==> src/rtl/mac_pkg.sv <==
// Shared state encoding and default widths for the MAC operand feeder.
package mac_pkg;

    localparam int unsigned BW_DEF      = 4;
    localparam int unsigned PSUM_BW_DEF = 16;
    localparam int unsigned LEN_BW_DEF  = 8;
    localparam int unsigned N_ELEM      = 4;

    typedef enum logic [1:0] {
        IDLE  = 2'd0,
        FEED  = 2'd1,
        DRAIN = 2'd2,
        DONE  = 2'd3
    } state_e;

endpackage

==> src/rtl/mac_feeder.sv <==
// Feeds 4-element operand groups to an external MAC array and accumulates its results.
module mac_feeder
    import mac_pkg::*;
#(
    parameter int unsigned bw      = BW_DEF,
    parameter int unsigned psum_bw = PSUM_BW_DEF,
    parameter int unsigned len_bw  = LEN_BW_DEF
) (
    input  logic                  clk,
    input  logic                  reset,
    input  logic                  start,
    input  logic [len_bw-1:0]     len,
    input  logic [psum_bw-1:0]    bias,
    input  logic                  in_valid,
    output logic                  in_ready,
    input  logic [N_ELEM*bw-1:0]  in_a,
    input  logic [N_ELEM*bw-1:0]  in_b,
    output logic [bw-1:0]         a1,
    output logic [bw-1:0]         a2,
    output logic [bw-1:0]         a3,
    output logic [bw-1:0]         a4,
    output logic [bw-1:0]         b1,
    output logic [bw-1:0]         b2,
    output logic [bw-1:0]         b3,
    output logic [bw-1:0]         b4,
    output logic [psum_bw-1:0]    c,
    input  logic [psum_bw-1:0]    mac_out,
    output logic                  res_valid,
    input  logic                  res_ready,
    output logic [psum_bw-1:0]    res_data,
    output logic                  busy
);

    state_e                        state_q, state_d;
    logic [len_bw-1:0]             len_q, len_d;
    logic [len_bw-1:0]             cnt_q, cnt_d;
    logic [psum_bw-1:0]            bias_q, bias_d;
    logic [psum_bw-1:0]            acc_q, acc_d;
    logic [1:0]                    vld_q, vld_d;
    logic [N_ELEM-1:0][bw-1:0]     a_q, a_d;
    logic [N_ELEM-1:0][bw-1:0]     b_q, b_d;
    logic [psum_bw-1:0]            c_q, c_d;
    logic [psum_bw-1:0]            res_data_q, res_data_d;
    logic                          res_valid_q, res_valid_d;
    logic                          in_ready_q, in_ready_d;
    logic                          busy_q, busy_d;
    logic                          hs;

    assign hs = in_valid & in_ready_q;

    // Next-state, operand, pipeline and accumulator logic.
    always_comb begin
        state_d    = state_q;
        len_d      = len_q;
        cnt_d      = cnt_q;
        bias_d     = bias_q;
        acc_d      = acc_q;
        vld_d      = {vld_q[0], hs};
        a_d        = '0;
        b_d        = '0;
        c_d        = '0;
        res_data_d = res_data_q;

        // A group accepted two edges ago has its MAC result on mac_out now.
        if (vld_q[1]) begin
            acc_d = acc_q + mac_out;
        end

        case (state_q)
            IDLE: begin
                if (start) begin
                    len_d  = len;
                    bias_d = bias;
                    acc_d  = '0;
                    cnt_d  = '0;
                    if (len == '0) begin
                        state_d    = DONE;
                        res_data_d = bias;
                    end else begin
                        state_d = FEED;
                    end
                end
            end
            FEED: begin
                if (hs) begin
                    a_d   = in_a;
                    b_d   = in_b;
                    c_d   = (cnt_q == '0) ? bias_q : '0;
                    cnt_d = cnt_q + len_bw'(1);
                    if (cnt_q + len_bw'(1) == len_q) begin
                        state_d = DRAIN;
                    end
                end
            end
            DRAIN: begin
                // Final group's contribution lands on this edge.
                if (vld_q == 2'b10) begin
                    state_d    = DONE;
                    res_data_d = acc_d;
                end
            end
            DONE: begin
                if (res_ready) begin
                    state_d = IDLE;
                end
            end
            default: state_d = IDLE;
        endcase

        in_ready_d  = (state_d == FEED);
        busy_d      = (state_d != IDLE);
        res_valid_d = (state_d == DONE);
    end

    // State and datapath registers; reset abandons any job in progress.
    always_ff @(posedge clk or posedge reset) begin
        if (reset) begin
            state_q     <= IDLE;
            len_q       <= '0;
            cnt_q       <= '0;
            bias_q      <= '0;
            acc_q       <= '0;
            vld_q       <= '0;
            a_q         <= '0;
            b_q         <= '0;
            c_q         <= '0;
            res_data_q  <= '0;
            res_valid_q <= 1'b0;
            in_ready_q  <= 1'b0;
            busy_q      <= 1'b0;
        end else begin
            state_q     <= state_d;
            len_q       <= len_d;
            cnt_q       <= cnt_d;
            bias_q      <= bias_d;
            acc_q       <= acc_d;
            vld_q       <= vld_d;
            a_q         <= a_d;
            b_q         <= b_d;
            c_q         <= c_d;
            res_data_q  <= res_data_d;
            res_valid_q <= res_valid_d;
            in_ready_q  <= in_ready_d;
            busy_q      <= busy_d;
        end
    end

    assign a1        = a_q[0];
    assign a2        = a_q[1];
    assign a3        = a_q[2];
    assign a4        = a_q[3];
    assign b1        = b_q[0];
    assign b2        = b_q[1];
    assign b3        = b_q[2];
    assign b4        = b_q[3];
    assign c         = c_q;
    assign res_data  = res_data_q;
    assign res_valid = res_valid_q;
    assign in_ready  = in_ready_q;
    assign busy      = busy_q;

endmodule

==> config.mk <==
export PLATFORM = sky130hd
export DESIGN_NAME = mac_feeder
export DESIGN_NICKNAME = d
export VERILOG_FILES = /design/src/rtl/mac_pkg.sv /design/src/rtl/mac_feeder.sv
export SDC_FILE = /design/constraint.sdc
export NUM_CORES = 1
export LEC_CHECK = 0
export ABC_AREA = 1
export CAP_MARGIN = 25
export CORE_AREA = 2 2 131 133
export CTS_CLUSTER_SIZE = 12
export DETAILED_ROUTE_END_ITERATION = 6
export DIE_AREA = 0 0 133 135
export DONT_BUFFER_PORTS = 1
export PLACE_DENSITY = 0.49
export SYNTH_ARGS = -nofsm -noshare
export SYNTH_HDL_FRONTEND = slang
export SYNTH_SLANG_ARGS = --single-unit
==> constraint.sdc <==
create_clock -name clk -period 7.6 [get_ports clk]
set_clock_uncertainty 0.2 [all_clocks]
set_input_delay 1.14 -clock clk [delete_from_list [all_inputs] [get_ports clk]]
set_output_delay 1.14 -clock clk [all_outputs]
set_load 0.01 [all_outputs]
Word level (Yosys, flattened, before mapping)
Index checks and enable logic that the tools add are counted.
W data, S select, Z words.

cells by class
  equality and inequality tests = 11
  bitwise gates (word level) = 1
  add/subtract/negate cells = 2
  reduce and logical (&&, ||, !) cells = 9
  mux-type cells = 24

operators with widths
  kind                   count
  $mux W16               13
  $pmux W16 S2           1
  $add A16 B16 Y16       1
  $logic_not A8 Y1       2
  $mux W8                2
  $pmux W8 S2            1
  $mux W2                6
  $add A8 B1 Y8 const B  1
  $eq A2 B2 Y1 const B   4
  $eq A8 B8 Y1           1
  $ne A2 B2 Y1 const B   4
  $pmux W2 S4            1
  $reduce_bool A2 Y1     3
  $eq A2 B1 Y1 const B   2
  $reduce_and A4 Y1      1
  $reduce_and A3 Y1      1
  $logic_not A2 Y1       1
  $reduce_and A2 Y1      1
  $and A1 B1 Y1          1

word-level totals
  logic and storage cells = 66
  register bits after elaboration = 119
  bits of input ports = 77

Depth between registers and ports, before layout
  depth in word-level cells = 6
  gate-level depth with buffers = 14

Worst setup path after synthesis
No wires, ideal clock.

  path type = input to register
  from = input port mac_out[0]
  to = register res_data_q[6], in the netlist res_data[6]
  required time = 7.336 ns
  slack = 4.768 ns
  stages on the path = 12
  setup time = 0.064 ns
  data arrival time = 2.568 ns
  path through = ha_1 fa_1 nand3_1 nand2_1 nand2_1 nand2_1 inv_1 nand2_1 nand3_1 o21ai_0 o21ai_0 o21a_1

between the ends
  word-level cells in the longest chain between the ends = 4

ends and longest elaborated chain
  element               RTL line           source
  from (decl)           mac_feeder.sv:27   input logic [psum_bw-1:0] mac_out,
  $add A16 B16 Y16      mac_feeder.sv:66   acc_d = acc_q + mac_out;
  $mux W16              mac_feeder.sv:65   if (vld_q[1]) begin
  $mux W16              mac_feeder.sv:97   if (vld_q == 2'b10) begin
  $pmux W16 S2          mac_feeder.sv:69   case (state_q)
  to (signal assigned)  mac_feeder.sv:141  res_data_q <= res_data_d;
  to (decl)             mac_feeder.sv:43   logic [psum_bw-1:0] res_data_q, res_data_d;

No other way between the ends. The select of a mux whose other input is x is not followed.
A chain may end at the register's enable or synchronous reset.

Worst setup path in the final report
  from = input port start
  to = register res_data_q[4], in the netlist res_data[4]

between the ends
  word-level cells in the longest chain between the ends = 2

ends and longest elaborated chain
  element                      RTL line          source
  from (decl)                  mac_feeder.sv:11  input logic start,
  $ne A2 B2 Y1 (no line)       --
  $reduce_and A4 Y1 (no line)  --

No other way between the ends.

==> metrics <==
run status finished, final reports clean; synthesized area per cell 8.18 um2; synth warn 0; total die area 18000 um2; Power Total 2.73 mW; P_leak 3.29 nW; CTS tree done; Initial DRT Pass Iterations 4; crit path launch type input pin; Tmin final 2.72 ns; Cells after Synth 694; post-cts sizing count 0; fraction of layout instances using a drive strength above 1 0.0836; # rows 47; CORE AREA 16400 um2; clock transition at the registers of the reported paths 0.06 ns; ANT cells 0; Die Width 133 um; vias in the first global route 4609; total gr overflow 0; CP Data Arrival Time 2.83 ns; DR WL/cell 16.2 um; cts hold-fix bufs 0; reg2reg start state_q[1]$_DFF_PP0_; GRT Overall Usage 0.172; Post-Syn Area 5680 um2; effective utilization at floorplan 0.346; worst reg2reg path depth 10; Max Slew Vio Count 0; Setup crit start start; DRT iter0 DRCs 286; RSZ-0062 raised after global routing no; CTS sink cnt 119; Worst EP required 7.71 ns; pwr dens 416 nW/um2; Hold Violations, Final 0; Area Growth Syn to Fin 15.8%; port bufs 0; kind of critical path input pin to flop; Setup TNS Final 0 ns; Num CTS Buffers 17; most frequent cells in the layout 221 x nand2_1, 119 x dfrtp_1, 78 x nor2_1; commonest non-fill, non-tap cell in the layout nand2_1; Routed WL 15000 um; Tightest Hold Check Type flop to flop; R2R setup slack 4.92 ns; via/cell ratio 4.90; hold path depth 0; reg2reg end res_data[4]$_DFFE_PP0P_; post-synth net total 789; peak supply drop 0.174 mV; Worst Path Max Fanout 36; GPL Wtd Cong 0.786; clk root buf clkbuf_16; antenna viol nets, final 0; Worst setup EP type flop; initial antenna violation count 0; final period utilization 0.358; die height 135 um; Clock Latency Late Sink 0.41 ns; crit path to res_data[4]$_DFFE_PP0P_; largest net degree at the start of global routing 64; register area share after synthesis 0.525; via count 4538; Post-CTS Setup Bufs 0; CTS max path bufs 2; H-tree levels 4; DRC viols 0; IO Pins 144; hpwl dp 11000 um; Cell variety after synth 36; first-pass GRT wire length 23900 um; Layout Nets 788; Achievable Freq 367 MHz; max_slew headroom 0.382; post-synthesis register bit count 119; max-cap viol count 0; final setup violation count 0; Slew @ Worst Pin 0.921 ns
[worst min path at each step]
stage,start,endpoint,slack (ns)
final,vld_q[0]$_DFF_PP0_,vld_q[1]$_DFF_PP0_,0.19
after global routing,vld_q[0]$_DFF_PP0_,vld_q[1]$_DFF_PP0_,0.21
after CTS,vld_q[0]$_DFF_PP0_,vld_q[1]$_DFF_PP0_,0.19
after detailed placement,vld_q[0]$_DFF_PP0_,vld_q[1]$_DFF_PP0_,0.18
after global placement,vld_q[0]$_DFF_PP0_,vld_q[1]$_DFF_PP0_,0.19
after floorplan,vld_q[0]$_DFF_PP0_,vld_q[1]$_DFF_PP0_,0.17
[worst max-delay path: stages]
cell,delay (ns)
nand2_2,0.38
nor2_1,0.31
nand3_1,0.16
nand2_2,0.22
inv_2,0.21
a21oi_1,0.16
o21ai_0,0.11
o21a_1,0.12
[Yosys cell counts]
library cell  number  share of area
or2_2              1         0.0011
o21ai_0           34          0.030
nand2_2            6         0.0066
nor2_2             3         0.0033
buf_2              5         0.0044
o21ai_2            1         0.0015
nand3_4            1         0.0031
a21o_1             3         0.0040
nand2_1          221           0.15
inv_2              7         0.0046
clkinv_1           2         0.0013
buf_6              1         0.0020
o211ai_1           3         0.0040
nand3b_1           4         0.0053
clkbuf_1          16          0.011
nor2_4             2         0.0040
xor2_1             5         0.0077
ha_1              17          0.037
nand3_1           49          0.043
fa_1               1         0.0035
o21a_1             3         0.0040
buf_1              1        0.00066
nor3_1             2         0.0018
o22ai_1            3         0.0033
o21bai_2           1         0.0020
xnor2_1            1         0.0015
a21oi_1           36          0.032
nand4_1            3         0.0033
nand4_2            1         0.0022
mux2i_1            3         0.0053
dfrtp_1          119           0.52
nor4_1             3         0.0033
inv_1             54          0.036
nor2_1            78          0.052
a31oi_1            3         0.0033
nor3_2             1         0.0018
[routing by layer]
metal	up-vias	wire length (um)	track usage
li1	2218	-	-
met1	2155	6350	0.205
met2	133	7340	0.282
met3	32	894	0.0544
met4	0	452	0.0848
met5	-	0	0
[through the flow]
stage | instances | instance area [um2] | utilization | setup WS (ns) | hold slack (ns)
floorplan | 694 | 5680 | - | 3.10 | 0.173
global placement | 893 | 5870 | 0.358 | 4.53 | 0.189
detailed placement | 893 | 5870 | 0.358 | 4.41 | 0.181
CTS | 925 | 6540 | 0.399 | 4.83 | 0.193
global route | 926 | 6570 | 0.401 | 4.62 | 0.208
finish | 926 | 6570 | 0.401 | 4.88 | 0.193
[sequential cells by signal (all words and copies together) (netlist names)]
register,cells
b4,4
state_q,2
cnt_q,8
bias_q,16
b3,4
b1,4
c,16
in_ready,1
len_q,8
a2,4
a1,4
busy,1
res_data,16
a4,4
b2,4
vld_q,2
acc_q,16
a3,4
res_valid,1
[report_power, final]
group          total, mW  leakage [nW]  internal, mW  switching [mW]
registers           1.02          1.49         0.831           0.190
clock network      0.917         0.317         0.618           0.299
logic              0.794          1.48         0.275           0.518
[cell families after synthesis]
logic type / Yosys count / share of synthesized area
AO/OA/AOI/OAI: 87 / 0.0838
multiplexers: 3 / 0.00529
AND/OR/NAND/NOR: 375 / 0.277
XOR/XNOR: 6 / 0.00926
flip-flops: 119 / 0.525
buffers and inverters: 86 / 0.0593
adder cells (fa/ha/maj): 18 / 0.0410
[layout make-up]
class	instances	area, um2
fillers	1664	9840
flip-flops and latches	119	2980
multi-input cells	489	2360
clock buffers	18	429
well taps	220	275
clock inverters	14	246
inverters	63	239
repair buffers	3	42.5
Power figures use the tool's default switching activity.
